### config.mk
export PLATFORM = sky130hd
export DESIGN_NAME = rob_core_flat
export DESIGN_NICKNAME = d
export VERILOG_FILES = /design/src/rtl/core_pkg.sv /design/src/rtl/rob_if.sv /design/src/rtl/rob_payload_ram.sv /design/src/rtl/rob_core.sv /design/src/flat_wrapper.sv
export SDC_FILE = /design/constraint.sdc
export NUM_CORES = 2
export LEC_CHECK = 0
export BUFFER_PORTS_ARGS = -buffer_cell sky130_fd_sc_hd__buf_2
export CAP_MARGIN = 20
export CORE_MARGIN = 2
export CORE_UTILIZATION = 25
export CTS_CLUSTER_SIZE = 8
export DETAILED_ROUTE_END_ITERATION = 7
export PLACE_DENSITY_LB_ADDON = 0.08
export SLEW_MARGIN = 5
export SYNTH_ARGS = -nofsm -noshare
export SYNTH_HDL_FRONTEND = slang
export SYNTH_SLANG_ARGS = --single-unit
### constraint.sdc
create_clock -name clk -period 10.1 [get_ports clk]
set_input_delay 0.505 -clock clk [delete_from_list [all_inputs] [get_ports clk]]
set_output_delay 0.505 -clock clk [all_outputs]
set_load 0.01 [all_outputs]
### src/rtl/core_pkg.sv
// Shared reorder-buffer types and sizing for the core.
package core_pkg;

   localparam int ROB_ENTRIES   = 32;
   localparam int ROB_IDX_WIDTH = $clog2(ROB_ENTRIES);

   typedef struct packed {
      logic [31:0] pc;
      logic [4:0]  dst_reg;
      logic [6:0]  dst_preg;
      logic [6:0]  prev_preg;
      logic        has_dst;
   } ROB_Entry;

endpackage

### src/rtl/rob_if.sv
// Dispatch / writeback / retire bundle between the pipeline and the reorder buffer.
interface rob_if
   import core_pkg::*;
#(
   parameter int ENTRIES      = ROB_ENTRIES,
   parameter int DISP_WIDTH   = 2,
   parameter int NUM_FUS      = 4,
   parameter int RETIRE_WIDTH = 2
);
   localparam int IDX_W = $clog2(ENTRIES);

   logic [DISP_WIDTH-1:0]              alloc_valid;
   ROB_Entry [DISP_WIDTH-1:0]          alloc_entry;
   logic                               alloc_ready;
   logic [DISP_WIDTH-1:0][IDX_W-1:0]   alloc_idx;
   logic [NUM_FUS-1:0]                 wb_valid;
   logic [NUM_FUS-1:0][IDX_W-1:0]      wb_idx;
   logic [NUM_FUS-1:0]                 wb_exc;
   logic [RETIRE_WIDTH-1:0]            retire_valid;
   ROB_Entry [RETIRE_WIDTH-1:0]        retire_entry;
   logic                               flush_out;
   logic [31:0]                        flush_pc;
   logic                               rob_empty;
   logic [IDX_W:0]                     rob_count;

   modport master (
      output alloc_valid, alloc_entry, wb_valid, wb_idx, wb_exc,
      input  alloc_ready, alloc_idx, retire_valid, retire_entry,
             flush_out, flush_pc, rob_empty, rob_count
   );

   modport slave (
      input  alloc_valid, alloc_entry, wb_valid, wb_idx, wb_exc,
      output alloc_ready, alloc_idx, retire_valid, retire_entry,
             flush_out, flush_pc, rob_empty, rob_count
   );
endinterface

### src/rtl/rob_payload_ram.sv
// Reorder-buffer payload storage: one write port per dispatch lane, one async read port per retire lane.
module rob_payload_ram
   import core_pkg::*;
#(
   parameter int ENTRIES  = 32,
   parameter int WR_PORTS = 2,
   parameter int RD_PORTS = 2,
   localparam int IDX_W   = $clog2(ENTRIES)
) (
   input  logic                           clk,
   input  logic [WR_PORTS-1:0]            we,
   input  logic [WR_PORTS-1:0][IDX_W-1:0] waddr,
   input  ROB_Entry [WR_PORTS-1:0]        wdata,
   input  logic [RD_PORTS-1:0][IDX_W-1:0] raddr,
   output ROB_Entry [RD_PORTS-1:0]        rdata
);
   ROB_Entry mem [ENTRIES];

   // Lane writes always target distinct indices, so port order does not matter.
   always_ff @(posedge clk) begin
      for (int i = 0; i < WR_PORTS; i++) begin
         if (we[i]) begin
            mem[waddr[i]] <= wdata[i];
         end
      end
   end

   // Read ports follow the retire pointers combinationally.
   always_comb begin
      for (int r = 0; r < RD_PORTS; r++) begin
         rdata[r] = mem[raddr[r]];
      end
   end
endmodule

### src/rtl/rob_core.sv
// Reorder buffer: in-order allocate, out-of-order completion, in-order retire with exception flush.
module rob_core
   import core_pkg::*;
#(
   parameter int ROB_ENTRIES  = core_pkg::ROB_ENTRIES,
   parameter int DISP_WIDTH   = 2,
   parameter int NUM_FUS      = 4,
   parameter int RETIRE_WIDTH = 2
) (
   input  logic clk,
   input  logic rst,
   rob_if.slave bus
);
   localparam int             IDX_W       = $clog2(ROB_ENTRIES);
   localparam logic [IDX_W:0] ALLOC_LIMIT = (IDX_W+1)'(ROB_ENTRIES - DISP_WIDTH);

   logic [IDX_W-1:0]                     head_r, tail_r;
   logic [IDX_W:0]                       count_r;
   logic [ROB_ENTRIES-1:0]               occ_r, done_r, exc_r;
   logic [ROB_ENTRIES-1:0]               occ_nx, done_nx, exc_nx;
   logic                                 alloc_ready_s, flush_s;
   logic [DISP_WIDTH-1:0]                alloc_we_s;
   logic [DISP_WIDTH-1:0][IDX_W-1:0]     alloc_idx_s;
   logic [IDX_W:0]                       alloc_cnt_s, retire_cnt_s;
   logic [RETIRE_WIDTH-1:0]              retire_valid_s;
   logic [RETIRE_WIDTH-1:0][IDX_W-1:0]   rd_idx_s;
   ROB_Entry [RETIRE_WIDTH-1:0]          rd_entry_s;

   // Lane i takes tail plus the number of valid lanes below it; no credit for same-cycle retires.
   always_comb begin
      logic [IDX_W:0] n;
      n             = '0;
      alloc_ready_s = (count_r <= ALLOC_LIMIT);
      for (int i = 0; i < DISP_WIDTH; i++) begin
         alloc_idx_s[i] = tail_r + n[IDX_W-1:0];
         alloc_we_s[i]  = bus.alloc_valid[i] & alloc_ready_s;
         n              = n + {{IDX_W{1'b0}}, bus.alloc_valid[i]};
      end
      alloc_cnt_s = alloc_ready_s ? n : '0;
   end

   // Retire the longest done, non-excepting prefix; an excepting head raises flush instead.
   always_comb begin
      logic run;
      run          = 1'b1;
      retire_cnt_s = '0;
      for (int k = 0; k < RETIRE_WIDTH; k++) begin
         rd_idx_s[k]       = head_r + IDX_W'(k);
         run               = run & occ_r[rd_idx_s[k]] & done_r[rd_idx_s[k]] & ~exc_r[rd_idx_s[k]];
         retire_valid_s[k] = run;
         retire_cnt_s      = retire_cnt_s + {{IDX_W{1'b0}}, run};
      end
      flush_s = occ_r[head_r] & done_r[head_r] & exc_r[head_r];
   end

   // Status next-state; ports to the same index OR together, and unoccupied targets are ignored.
   always_comb begin
      occ_nx  = occ_r;
      done_nx = done_r;
      exc_nx  = exc_r;
      for (int w = 0; w < NUM_FUS; w++) begin
         done_nx[bus.wb_idx[w]] = done_nx[bus.wb_idx[w]] | (bus.wb_valid[w] & occ_r[bus.wb_idx[w]]);
         exc_nx[bus.wb_idx[w]]  = exc_nx[bus.wb_idx[w]]
                                | (bus.wb_valid[w] & occ_r[bus.wb_idx[w]] & bus.wb_exc[w]);
      end
      for (int k = 0; k < RETIRE_WIDTH; k++) begin
         occ_nx[rd_idx_s[k]] = occ_nx[rd_idx_s[k]] & ~retire_valid_s[k];
      end
      for (int i = 0; i < DISP_WIDTH; i++) begin
         occ_nx[alloc_idx_s[i]]  = occ_nx[alloc_idx_s[i]] | alloc_we_s[i];
         done_nx[alloc_idx_s[i]] = done_nx[alloc_idx_s[i]] & ~alloc_we_s[i];
         exc_nx[alloc_idx_s[i]]  = exc_nx[alloc_idx_s[i]] & ~alloc_we_s[i];
      end
   end

   // Pointer, occupancy and status registers; a flush empties the buffer and drops its allocations.
   always_ff @(posedge clk or posedge rst) begin
      if (rst) begin
         head_r  <= '0;
         tail_r  <= '0;
         count_r <= '0;
         occ_r   <= '0;
         done_r  <= '0;
         exc_r   <= '0;
      end else if (flush_s) begin
         tail_r  <= head_r;
         count_r <= '0;
         occ_r   <= '0;
         done_r  <= '0;
         exc_r   <= '0;
      end else begin
         head_r  <= head_r + retire_cnt_s[IDX_W-1:0];
         tail_r  <= tail_r + alloc_cnt_s[IDX_W-1:0];
         count_r <= count_r + alloc_cnt_s - retire_cnt_s;
         occ_r   <= occ_nx;
         done_r  <= done_nx;
         exc_r   <= exc_nx;
      end
   end

   rob_payload_ram #(
      .ENTRIES  (ROB_ENTRIES),
      .WR_PORTS (DISP_WIDTH),
      .RD_PORTS (RETIRE_WIDTH)
   ) u_payload (
      .clk   (clk),
      .we    (alloc_we_s),
      .waddr (alloc_idx_s),
      .wdata (bus.alloc_entry),
      .raddr (rd_idx_s),
      .rdata (rd_entry_s)
   );

   assign bus.alloc_ready  = alloc_ready_s;
   assign bus.alloc_idx    = alloc_idx_s;
   assign bus.retire_valid = retire_valid_s;
   assign bus.retire_entry = rd_entry_s;
   assign bus.flush_out    = flush_s;
   assign bus.flush_pc     = flush_s ? rd_entry_s[0].pc : 32'd0;
   assign bus.rob_empty    = (count_r == '0);
   assign bus.rob_count    = count_r;
endmodule
### src/flat_wrapper.sv
// flat-port wrapper written by rule: the top's interface ports become plain ports
module rob_core_flat import core_pkg::*;
#(
   parameter int ROB_ENTRIES  = core_pkg::ROB_ENTRIES,
   parameter int DISP_WIDTH   = 2,
   parameter int NUM_FUS      = 4,
   parameter int RETIRE_WIDTH = 2
)
  (clk, rst, bus_alloc_valid, bus_alloc_entry, bus_wb_valid, bus_wb_idx, bus_wb_exc, bus_alloc_ready, bus_alloc_idx, bus_retire_valid, bus_retire_entry, bus_flush_out, bus_flush_pc, bus_rob_empty, bus_rob_count);
  rob_if #(.DISP_WIDTH(DISP_WIDTH), .NUM_FUS(NUM_FUS), .RETIRE_WIDTH(RETIRE_WIDTH)) bus_i ();
  input  logic clk;
  input  logic rst;
  input wire logic [$bits(bus_i.alloc_valid)-1:0] bus_alloc_valid;
  input wire logic [$bits(bus_i.alloc_entry)-1:0] bus_alloc_entry;
  input wire logic [$bits(bus_i.wb_valid)-1:0] bus_wb_valid;
  input wire logic [$bits(bus_i.wb_idx)-1:0] bus_wb_idx;
  input wire logic [$bits(bus_i.wb_exc)-1:0] bus_wb_exc;
  output wire logic [$bits(bus_i.alloc_ready)-1:0] bus_alloc_ready;
  output wire logic [$bits(bus_i.alloc_idx)-1:0] bus_alloc_idx;
  output wire logic [$bits(bus_i.retire_valid)-1:0] bus_retire_valid;
  output wire logic [$bits(bus_i.retire_entry)-1:0] bus_retire_entry;
  output wire logic [$bits(bus_i.flush_out)-1:0] bus_flush_out;
  output wire logic [$bits(bus_i.flush_pc)-1:0] bus_flush_pc;
  output wire logic [$bits(bus_i.rob_empty)-1:0] bus_rob_empty;
  output wire logic [$bits(bus_i.rob_count)-1:0] bus_rob_count;
  assign bus_i.alloc_valid = bus_alloc_valid;
  assign bus_i.alloc_entry = bus_alloc_entry;
  assign bus_i.wb_valid = bus_wb_valid;
  assign bus_i.wb_idx = bus_wb_idx;
  assign bus_i.wb_exc = bus_wb_exc;
  assign bus_alloc_ready = bus_i.alloc_ready;
  assign bus_alloc_idx = bus_i.alloc_idx;
  assign bus_retire_valid = bus_i.retire_valid;
  assign bus_retire_entry = bus_i.retire_entry;
  assign bus_flush_out = bus_i.flush_out;
  assign bus_flush_pc = bus_i.flush_pc;
  assign bus_rob_empty = bus_i.rob_empty;
  assign bus_rob_count = bus_i.rob_count;
  rob_core #(.ROB_ENTRIES(ROB_ENTRIES), .DISP_WIDTH(DISP_WIDTH), .NUM_FUS(NUM_FUS), .RETIRE_WIDTH(RETIRE_WIDTH)) u_core (.clk(clk), .rst(rst), .bus(bus_i));
endmodule
==> Word-level counts from Yosys, hierarchy flattened <==
Memory sizes are Yosys's and may differ from the RTL's.
Cells that the tools add are included.
{ "op_classes": {"n_addsub": 8, "reduce_logical": 9, "magnitude_cmp": 17, "mux": 93, "n_bitwise": 38} }
{ "op_table": {"columns": ["operator", "n"], "rows": [
  ["$bwmux W32", 16],
  ["$mux W32", 4],
  ["$bmux W1 S5", 25],
  ["$lt A5 B6 Y1 const B", 8],
  ["$demux W1 S5", 8],
  ["$ge A5 B1 Y1 const B", 8],
  ["$mux W1", 37],
  ["$and A1 B1 Y1", 22],
  ["$mux W6", 2],
  ["$add A5 B5 Y5", 2],
  ["$or A1 B1 Y1", 10],
  ["$logic_and A1 B1 Y1", 8],
  ["$add A6 B6 Y6", 1],
  ["$le A6 B5 Y1 const B", 1],
  ["$logic_not A6 Y1", 1],
  ["$not A1 Y1", 6],
  ["$sub A6 B6 Y6", 1],
  ["$add A5 B1 Y5", 1],
  ["$add A5 B1 Y5 const B", 1],
  ["$mux W5", 1],
  ["$add A1 B1 Y2", 2]
]} }
{ "word_totals": {"ram_bits": 1664, "input_bits": 136, "wordCells": 172, "memories": 1, "reg_bits": 112} }
{ "memory_table": {"columns": ["memory", "depth", "width", "read_ports", "rd_clocked_by_memory_dff", "wr", "line", "text"], "rows": [
  ["u_core.u_payload.mem", 32, 52, 2, 0, 2, "rob_payload_ram.sv:17", "ROB_Entry mem [ENTRIES];"]
]} }

==> Logic depth before layout (Yosys ltp) <==
{ "depth": {"depth_word": 27, "ltp_mapped": 35} }

==> By module <==
From an unflattened synthesis, not the netlist that was laid out.
{ "unflattened": {"cells_unflattened": 10686, "hier_area_um2": 120733.3} }
{ "modules_own_cells": {"columns": ["mod", "cells_each", "seq_area_each_um2", "area_each_um2", "n_inst"], "rows": [
  ["rob_payload_ram", 7661, 49967.9, 99790.7, 1],
  ["rob_core", 3025, 2802.7, 20942.6, 1]
]} }

==> Worst setup path before layout <==
No wires, ideal clock.
{ "synth_path": {"path_kind": "flip-flop to flip-flop", "startpoint": "register u_core.head_r[1]", "endpoint": "register u_core.occ_r[18]", "stages_incl_launch_ff": 33, "n_path_buf": 13, "setup_time_ns": 0.074, "slack_ns": 1.598, "arrival_time_ns": 8.428, "path_cell_list": "dfrtp_1 -> clkbuf_1 -> buf_1 -> buf_1 -> buf_1 -> clkbuf_1 -> buf_1 -> inv_1 -> ha_1 -> clkbuf_1 -> clkbuf_1 -> buf_1 -> o21ai_0 -> o21ai_0 -> nand3_1 -> o2111ai_1 -> nor4_1 -> or4_1 -> and2_1 -> clkbuf_1 -> a221o_1 -> a221o_1 -> a2111oi_0 -> a21oi_1 -> or2_2 -> clkbuf_1 -> clkbuf_1 -> o21ai_0 -> nand3_1 -> o22ai_1 -> clkbuf_1 -> o21ai_0 -> nor2_1"} }
{ "synth_via": {"elab_chain_len": 20, "word_cells_on_any_way": 48, "cone_classes": "add/sub (1); order compare (4); mux (27); bitwise (14); reduce/logical (2)"} }
{ "synth_lines": {"columns": ["element", "line", "text"], "rows": [
  ["from (decl)", "rob_core.sv:17", "logic [IDX_W-1:0] head_r, tail_r;"],
  ["from (signal assigned)", "rob_core.sv:92", "head_r <= head_r + retire_cnt_s[IDX_W-1:0];"],
  ["$bmux W1 S5 (on tied branches)", "rob_core.sv:49, rob_core.sv:53, rob_core.sv:67", null],
  ["$mux W1 (on tied branches)", "rob_core.sv:49, rob_core.sv:53, rob_core.sv:67", null],
  ["$and A1 B1 Y1 / $not A1 Y1 (equally long branches)", "rob_core.sv:49, rob_core.sv:53", null],
  ["$and A1 B1 Y1", "rob_core.sv:49", "run = run & occ_r[rd_idx_s[k]] & done_r[rd_idx_s[k]] & ~exc_r[rd_idx_s[k]];"],
  ["$not A1 Y1", "rob_core.sv:67", "occ_nx[rd_idx_s[k]] = occ_nx[rd_idx_s[k]] & ~retire_valid_s[k];"],
  ["$and A1 B1 Y1", "rob_core.sv:67", null],
  ["$bwmux W32", "rob_core.sv:67", null],
  ["$bmux W1 S5", "rob_core.sv:67", null],
  ["[4 not listed]", null, null],
  ["$mux W1 (not written as such)", "rob_core.sv:70", "occ_nx[alloc_idx_s[i]] = occ_nx[alloc_idx_s[i]] | alloc_we_s[i];"],
  ["$or A1 B1 Y1", "rob_core.sv:70", null],
  ["$bwmux W32", "rob_core.sv:70", null],
  ["$bmux W1 S5", "rob_core.sv:70", null],
  ["$mux W1 (not written as such)", "rob_core.sv:70", null],
  ["$or A1 B1 Y1", "rob_core.sv:70", null],
  ["$bwmux W32", "rob_core.sv:70", null],
  ["$mux W32 *", "rob_core.sv:85", "end else if (flush_s) begin"],
  ["to (signal assigned)", "rob_core.sv:95", "occ_r <= occ_nx;"],
  ["to (decl)", "rob_core.sv:19", "logic [ROB_ENTRIES-1:0] occ_r, done_r, exc_r;"]
]} }
Every way passes the cells marked *; elsewhere a longest branch is shown, timed or not. The select of a mux whose other input is x is not followed.
A chain may end at the register's enable or synchronous reset.

==> Final worst setup path <==
{ "layout_path": {"startpoint": "register u_core.head_r[1]", "endpoint": "register u_core.occ_r[5]"} }
The elaborated chain is that of the path after synthesis.

==> results.ini <==
[run_status]
status=finished clean

[synthesis]
synthTopCellsByArea=edfxtp_1, mux4_2, mux2_2
synth_top_family_by_area=multiplexers
synth_edf_count=1664
synth_cells=9257
synth_compound_area_frac=0.0966
syn_nets=9420
synthArstFlopShare=0.0631
syn_area_um2=119000
synth-seq-cells=1776
synth_largest_area_cell=edfxtp_1
synth-simple-area-share=0.0811
yosysWarnings=0
syn_area_per_cell_um2=12.8
synthXorXnorAreaFrac=0.00185
yosysSeqAreaShare=0.445
synth_top_area_share=0.422
ys.flop_type=edfxtp_1
synthMuxAreaShare=0.337
synth_fa_ha_area_frac=0.00310
synth_cell_type_count=102

[critical_path]
worstSetupEndpointType=flop
crit_type=flop to flop
cp_cell_sequence=inv_1 > ha_4 > nand2_1 > o32ai_1 > o21ai_0 > a22oi_1 > nand3_1 > nor4_1 > nor3_1 > o21ai_0 > a2bb2oi_2 > buf_6 > a41oi_1 > a2111oi_0 > a31oi_1 > o22ai_1 > buf_4 > nor2_1 > o21ai_0 > o22ai_1 > a211o_1 > nor3_1 > a21oi_1
critPathMaxStageDelay_ns=0.93
cp_max_fo=54
critPathLaunchType=flop
cp.arrival_ns=10.40
crit_top_cell=o21ai_0
slowest_stage=ha_4
cp.required_ns=10.75

[timing]
max_freq_mhz=103
tns_ns=0
setup_viol=0
tightest_slew_ns=1.36
rsz0062_at_grt=false
post-route-min-period_ns=9.76
fin_crit_sh=0.966
max-slew-margin-rel=0.0819
hold_violations=0
drv_slew=0
clock_skew_ns=0.0721
worst_slack_ns=0.345

[finish]
final_common_cell=edfxtp_1
final_cell_mix=edfxtp_1, mux2_2, mux4_2
final_cells=15900
area_growth_pct=17.0
regArea_um2=52800
final_nets=9712
multiInputGateArea_um2=62600
n_fill_cell=48200
drive_gt1_frac=0.428

[global_route]
grt_util_all_layers=0.306
overflow=0
antenna_found_initial=100
grt_max_degree=129
grt_pass1_vias=96800
grt_pass1_wl_mm=986

[floorplan]
io_pins=293
dieHeight_um=693
dieArea_um2=480000
core_um2=472000
initial_core_util=0.251
row_count=252
fp.dieW_um=693

[clocking]
htreeDepth=5
post-cts-setup-buffers=0
cts_tree=yes
clock_latency_ns=0.95
ctsResizeCount=0
cts_max_path_buffers=4
root_buffer=clkbuf_16
cts.sinks=1776
postCtsHoldBufs=1
cts_made_buffers=268
path_clk_slew_ns=0.05

[placed_design]
dp_slack_ns=0.282
routabilityCongestion=0.984
dp_hpwl_mm=491
port-buffer-count=292
dp_cells=15500

[routing]
first_iter_violations=13100
wl_per_cell_um=47.8
drc=0
firstDrtPassIters=8
antenna_left=0
drt-total-wl_mm=759
via_count=98100
viasPerCell=6.18

[run]
maxCapViolCount=0

[power_and_ir_drop]
powerDensity_nw_per_um2=315
leakagePower_nw=44.8
irDropWorstVdd_mv=0.418

[hold_path]
hp-class=input port to async pin

==> logic make-up after synthesis <==
group                    Yosys count
AO/OA/AOI/OAI                   1648
adder cells (fa/ha/maj)           27
AND/OR/NAND/NOR                 2017
buffers and inverters           1081
flip-flops                      1776
XOR/XNOR                          25
multiplexers                    2683
==> through the flow <==
stage	hold slack, ns	total power [mW]	area [µm²]	utilization
2_1_floorplan	0.677	22.6	119000	-
3_3_place_gp	0.718	35.0	131000	0.278
3_5_place_dp	0.725	34.9	131000	0.278
4_1_cts	0.273	43.6	139000	0.294
5_1_grt	0.339	44.8	139000	0.294
6_report	0.315	43.7	139000	0.294
==> final cells by class <==
class                           count  share of cell area
Tap cell                         6223              0.0562
Clock inverter                     36             0.00356
Inverter                           43             0.00120
Clock buffer                      308              0.0501
Sequential cell                  1776               0.381
Multi-Input combinational cell   6400               0.451
Antenna cell                       43            0.000776
Timing Repair Buffer             1060              0.0563
==> power breakdown <==
| group | leakage [nW] | internal [mW] | switching, mW |
|---|---|---|---|
| Sequential | 16.4 | 8.97 | 1.06 |
| Combinational | 24.8 | 8.79 | 16.3 |
| Clock | 3.62 | 4.89 | 3.65 |
| Total | 44.8 | 22.6 | 21.0 |
==> flip-flops by register name, indices dropped and copies added (netlist names) <==
signal / flops
u_core.bus.rob_count: 6
u_core.done_r: 32
u_core.exc_r: 32
u_core.head_r: 5
u_core.occ_r: 32
u_core.tail_r: 5
u_core.u_payload.mem: 1664
==> worst paths after layout <==
check | startpoint | endpoint | slack (ns) | depth (start not counted)
worst max-delay path | u_core.head_r[1] | u_core.occ_r[5] | 0.34 | 23
worst min-delay path | rst | u_core.bus.rob_count[3] | 0.32 | 3
worst max register to register | u_core.head_r[1] | u_core.occ_r[5] | 0.34 | 23
worst min register to register | u_core.bus.rob_count[3] | u_core.bus.rob_count[4] | 0.76 | 3
max in group asynchronous | rst | u_core.done_r[18] | 8.22 | 4
min in group clk | bus_alloc_entry[9] | u_core.u_payload.mem[1][9] | 0.35 | 2
==> synthesized netlist by cell type, drive strengths merged, types with 24 or more instances <==
library cell / n
clkbuf: 860
buf: 178
nor3: 101
o2111ai: 26
o211ai: 78
nor4: 56
dfrtp: 112
edfxtp: 1664
inv: 39
o32ai: 24
nor2: 496
and2: 59
mux2i: 115
o31ai: 45
mux4: 860
o21ai: 203
a21boi: 27
nand4: 114
a21oi: 273
o22ai: 118
a311oi: 31
or3: 30
nand3: 233
nand2: 703
mux2: 1708
and3: 27
a32oi: 25
nand4b: 25
a31oi: 76
a22oi: 359
a211oi: 123
a2111oi: 36
==> critical path, delay by kind of cell (launching register included) <==
kind / cells / cell delay (ns)
AO/OA/AOI/OAI: 13 / 4.33
AND/OR/NAND/NOR: 6 / 2.60
adder cells (fa/ha/maj): 1 / 0.93
flip-flops: 1 / 0.81
buffers and inverters: 3 / 0.79
==> routing by layer <==
metal / wire length [µm] / global-route usage / up-vias
met4: 39800 / 0.139 / 32
li1: - / - / 37900
met5: 220 / 0 / -
met2: 347000 / 0.485 / 5527
met3: 51800 / 0.0489 / 1325
met1: 321000 / 0.410 / 53300
Note: power is estimated with default switching activity, not from simulation.
